==> src/rtl/ov_yuv422_unpacker.sv <==
// OV7670 YUV422 byte-stream unpacker: turns the D/HREF/VSYNC camera bus into
// one decoded pixel per e_pix strobe with coordinates and line/frame flags.
module ov_yuv422_unpacker #(
  parameter int unsigned H_ACTIVE = 640,
  parameter int unsigned V_ACTIVE = 480,
  parameter int unsigned ORDER    = 0
) (
  input  logic       PCLK,
  input  logic       reset,
  input  logic       VSYNC,
  input  logic       HREF,
  input  logic [7:0] D,
  output logic       e_pix,
  output logic [7:0] Y,
  output logic [7:0] Cb,
  output logic [7:0] Cr,
  output logic [9:0] pix_x,
  output logic [8:0] pix_y,
  output logic       frame_start,
  output logic       line_end,
  output logic       line_err,
  output logic       frame_err
);

  localparam int unsigned BYTES_LINE = 2 * H_ACTIVE;
  localparam int unsigned BW         = $clog2(BYTES_LINE + 2);
  localparam int unsigned XW         = $clog2(H_ACTIVE + 1);
  localparam int unsigned RW         = $clog2(V_ACTIVE + 1);

  typedef enum logic [1:0] {
    WAIT_SYNC = 2'd0,
    BLANK_V   = 2'd1,
    ACTIVE    = 2'd2
  } state_t;

  state_t        state;
  logic          href_q;
  logic          vsync_q;
  logic [1:0]    phase;
  logic [7:0]    slot0;
  logic [7:0]    slot1;
  logic [7:0]    slot2;
  logic [BW-1:0] byte_cnt;
  logic [XW-1:0] grp_x;
  logic [RW-1:0] row;
  logic          line_act;
  logic          pend1;
  logic [7:0]    y1_q;

  logic          vs_fall;
  logic          vs_rise;
  logic          hr_fall;
  logic          take;
  logic [7:0]    g_y0;
  logic [7:0]    g_y1;
  logic [7:0]    g_cb;
  logic [7:0]    g_cr;

  // Edge detection against the registered copies of the sync inputs.
  assign vs_fall = vsync_q & ~VSYNC;
  assign vs_rise = ~vsync_q & VSYNC;
  assign hr_fall = href_q & ~HREF;

  // A byte is accepted only inside an active frame with rows still to fill.
  assign take = (state == ACTIVE) && !VSYNC && HREF && (row < RW'(V_ACTIVE));

  // Decode the 4-byte group; the 4th byte is taken straight from D.
  always_comb begin
    g_y0 = slot1;
    g_y1 = D;
    g_cb = slot0;
    g_cr = slot2;
    if (ORDER == 1) begin
      g_y0 = slot0;
      g_cb = slot1;
      g_y1 = slot2;
      g_cr = D;
    end
  end

  // Frame/line state machine, byte assembly and registered pixel outputs.
  always_ff @(posedge PCLK) begin
    if (reset) begin
      state       <= WAIT_SYNC;
      href_q      <= 1'b0;
      vsync_q     <= 1'b0;
      phase       <= 2'd0;
      slot0       <= 8'd0;
      slot1       <= 8'd0;
      slot2       <= 8'd0;
      byte_cnt    <= '0;
      grp_x       <= '0;
      row         <= '0;
      line_act    <= 1'b0;
      pend1       <= 1'b0;
      y1_q        <= 8'd0;
      e_pix       <= 1'b0;
      Y           <= 8'd0;
      Cb          <= 8'd0;
      Cr          <= 8'd0;
      pix_x       <= 10'd0;
      pix_y       <= 9'd0;
      frame_start <= 1'b0;
      line_end    <= 1'b0;
      line_err    <= 1'b0;
      frame_err   <= 1'b0;
    end else begin
      href_q      <= HREF;
      vsync_q     <= VSYNC;
      e_pix       <= 1'b0;
      frame_start <= 1'b0;
      line_end    <= 1'b0;
      line_err    <= 1'b0;
      frame_err   <= 1'b0;

      // Second pixel of a completed group goes out one cycle after the first.
      if (pend1) begin
        e_pix <= 1'b1;
        Y     <= y1_q;
        pix_x <= pix_x + 10'd1;
        pend1 <= 1'b0;
      end

      case (state)
        WAIT_SYNC, BLANK_V: begin
          if (vs_fall) begin
            state       <= ACTIVE;
            frame_start <= 1'b1;
            pix_y       <= 9'd0;
            row         <= '0;
            phase       <= 2'd0;
            byte_cnt    <= '0;
            grp_x       <= '0;
            line_act    <= 1'b0;
          end
        end

        ACTIVE: begin
          if (vs_rise) begin
            // Frame sync arriving mid-line aborts the line without line_end.
            state    <= BLANK_V;
            frame_err <= line_act & HREF;
            line_act <= 1'b0;
            phase    <= 2'd0;
            byte_cnt <= '0;
            grp_x    <= '0;
          end else if (!VSYNC) begin
            if (take) begin
              line_act <= 1'b1;
              phase    <= phase + 2'd1;
              if (byte_cnt < BW'(BYTES_LINE + 1)) begin
                byte_cnt <= byte_cnt + BW'(1);
              end
              case (phase)
                2'd0:    slot0 <= D;
                2'd1:    slot1 <= D;
                2'd2:    slot2 <= D;
                default: begin
                  // Group complete: emit pixel 0 now unless the line is already full.
                  if (grp_x < XW'(H_ACTIVE)) begin
                    e_pix <= 1'b1;
                    Y     <= g_y0;
                    Cb    <= g_cb;
                    Cr    <= g_cr;
                    pix_x <= 10'(grp_x);
                    pix_y <= 9'(row);
                    y1_q  <= g_y1;
                    pend1 <= 1'b1;
                    grp_x <= grp_x + XW'(2);
                  end
                end
              endcase
            end else if (hr_fall && line_act) begin
              line_end <= 1'b1;
              line_err <= (byte_cnt != BW'(BYTES_LINE));
              line_act <= 1'b0;
              phase    <= 2'd0;
              byte_cnt <= '0;
              grp_x    <= '0;
              if (row < RW'(V_ACTIVE)) begin
                row <= row + RW'(1);
              end
            end
          end
        end

        default: state <= WAIT_SYNC;
      endcase
    end
  end

endmodule

==> config.mk <==
export PLATFORM = sky130hd
export DESIGN_NAME = ov_yuv422_unpacker
export DESIGN_NICKNAME = d
export VERILOG_FILES = /design/src/rtl/ov_yuv422_unpacker.sv
export SDC_FILE = /design/constraint.sdc
export NUM_CORES = 1
export LEC_CHECK = 0
export ABC_AREA = 1
export BUFFER_PORTS_ARGS = -buffer_cell sky130_fd_sc_hd__buf_2
export CORE_ASPECT_RATIO = 0.5
export CORE_MARGIN = 3
export CORE_UTILIZATION = 55
export CTS_BUF_LIST = sky130_fd_sc_hd__clkbuf_8
export DETAILED_ROUTE_END_ITERATION = 7
export MAX_ROUTING_LAYER = met4
export PLACE_DENSITY = 0.79
export SYNTH_ARGS = -nofsm -noshare
export SYNTH_HDL_FRONTEND = slang
export SYNTH_SLANG_ARGS = --single-unit
==> constraint.sdc <==
create_clock -name PCLK -period 1.47 [get_ports PCLK]
set_input_delay 0.0735 -clock PCLK [delete_from_list [all_inputs] [get_ports PCLK]]
set_output_delay 0.0735 -clock PCLK [all_outputs]
set_load 0.1 [all_outputs]
==> metrics <==
outcome=complete, but fails checks; violated checks=setup timing; largest cells by area after synthesis=dfxtp_1 45%, nand2_1 11%, a21oi_1 9.2%; top cell type's share of synthesized area=44.6%; CP Data Required Time=1820 ps; Leak=2.79 nW; Clock Latency Late Sink=440 ps; DR vias/cell=5.50; Mapped Avg Cell Area=7.18 µm²; WL final=14,700 µm; P&R area growth vs syn=30.2%; vias in the first global route=4,789; Die H=75.1 µm; fin worst setup slack=-67.0 ps; starting DRC count in detailed routing=448; estimated wirelength of the detail-placed design=8780 µm; Remaining Overflow, GRT=0; fraction of layout cells with a size suffix above 1=25.2%; row count=24; Setup crit start kind=flop; Initial Utilization=58.5%; Port-buffer cells=59; worst-path fanout max=7; Synth Cell Area=5250 µm²; most frequent cells after synthesis=154 x nand2_1, 117 x dfxtp_1, 97 x a21oi_1; first-pass GRT wire length=22,000 µm; worst slack at placement=-107 ps; area leader, netlist=dfxtp_1; Post-Syn Nets=752; pwr/cell area=932 nW/µm²; CTS Buffer Depth=2; Sink Count=117; DIE AREA=10,800 µm²; drt drc=0; post-synthesis cell type count=30; Core Area=8980 µm²; Root Driver=clkbuf_8; die width=144 µm; max_cap viols=0; WL/cell=15.0 µm; Post-Route Utilization=76.1%; slew at the pin closest to its max-slew limit=499 ps; # fillers=660; total number of yosys warnings=0; reg2reg setup slack=-70 ps; CTS tree=yes; FFs w/ async S/R, synth=0%; via count=5,395; post-route cell area=6840 µm²; maximum vdd drop=0.000778 V; Slew Limit Fails=0; H-tree Lvls=4; most common cell in the netlist=nand2_1; number of synthesized register bits=117; Max transition margin=67.0%; number of flops mapped to enable cells by yosys=0; TritonCTS Buffers=17; fin nets=872; initial antenna violation count=0; post-layout min period=1540 ps; Crit Path Class=reg2reg; Seq/Total Area, Yosys=44.6%; RSZ-0062 raised after global routing=true; CP endpoint kind=flop; Final Hold Vio Count=0; ANT cells=0; gr usage total=26.3%; GP Congestion=0.974; Placed Area=5990 µm²; First-pass DRT Iterations=6; Hold/Removal Path Class=in2reg; clk_skew=16.3 ps; Crit path arrival time=1890 ps; # IOs=60; ys flop type=dfxtp_1; register clock-pin slew on the reported worst setup and hold paths=70 ps; Mapped Cells=731; crit share post-route=105%; largest net degree at the start of global routing=59; Post-DRT Antenna Nets=0; # setup viols final=27; Achievable Freq=651 MHz
==> cell usage in the layout (no fill, tap or decap), drive strengths merged <==
cell type    netlist  routed
nand2            163     163
buf               17     121
dfxtp            117     117
a21oi             97      97
nor2              92      92
o21ai             70      70
inv               57      62
nand3             51      52
clkbuf            18      21
nand4             15      15
dlygate4sd3        0      11
ha                 9       9
xor2               8       8
xnor2              5       5
clkinv             1       5
nor3               4       4
clkinvlp           0       4
or2                2       2
o21bai             2       2
and3               1       1
nand3b             1       1
o311a              1       1
bufinv             0       1
==> layout make-up <==
type | count | area [µm²] | share of cell area [%]
tap | 117 | 146 | 2.14
clock inverter | 14 | 128 | 1.87
inverter | 58 | 220 | 3.22
timing repair buffer | 135 | 1060 | 15.5
clock buffer | 18 | 248 | 3.62
multi-input combinational | 522 | 2670 | 39.0
sequential | 117 | 2370 | 34.7
==> worst max-delay path, stage by stage, from the launching register on <==
cell	delay (ps)
dfxtp_2	330
buf_6	120
nor2_4	220
nand2_4	100
nand3_4	100
nand2_4	80
nand2_8	110
buf_6	130
nand3_1	80
a21oi_1	180
==> flip-flops by register name, indices dropped and copies added (netlist names), 9 cells and up <==
| name | cells |
|---|---|
| row | 9 |
| pix_x | 10 |
| grp_x | 9 |
| byte_cnt | 11 |
| pix_y | 9 |
==> worst paths after layout <==
path	start	to	cells past startpoint
worst max-delay path	state[0]	grp_x[8]	9
worst min-delay path	VSYNC	pend1	4
worst max register to register	state[0]	grp_x[8]	9
worst min register to register	g_y0[2]	Y[2]	2
==> metrics by stage <==
step / hold slack, ps / setup TNS (ps) / std cells / power [mW]
global placement: 352 / -34.3 / 926 / 3.52
floorplan: 208 / -10.5 / 731 / 3.42
finish: 50.2 / -547 / 981 / 6.37
global route: 85.9 / -7100 / 981 / 6.56
detailed placement: 356 / -1220 / 926 / 3.53
CTS: 6.27 / -286 / 970 / 6.33
==> where the power goes <==
group / total, mW / internal, mW / leakage [nW] / switching [mW]
logic: 0.365 / 0.133 / 1.65 / 0.232
registers: 3.18 / 3.17 / 0.953 / 0.00776
clock network: 2.83 / 1.39 / 0.184 / 1.43
==> layer usage <==
layer,share of wire [%],track usage (%)
met1,45,33.1
met2,47,42.4
met3,5.9,5.33
met4,2.0,9.93
met5,0,-
==> timing repair <==
| item | CTS | global route |
|---|---|---|
| buffers inserted | 1 | 4 |
| pin swaps | 2 | 21 |
| resized for setup | 18 | 60 |
| cloned | 0 | 7 |
| endpoints found under the hold margin | 35 | 0 |
| hold buffers | 11 | 0 |
| setup endpoints to repair | 51 | 103 |
==> cells by family (layout without fill, tap and decap cells) <==
kind of cell,after synthesis,in the layout,share of synthesized area (%)
simple gates,329,330,26.8
compound gates,170,170,16.4
flops,117,117,44.6
buf+inv,93,225,7.89
xor+xnor,13,13,2.17
fa+ha+maj,9,9,2.15
Note: power is estimated with default switching activity, not from simulation.
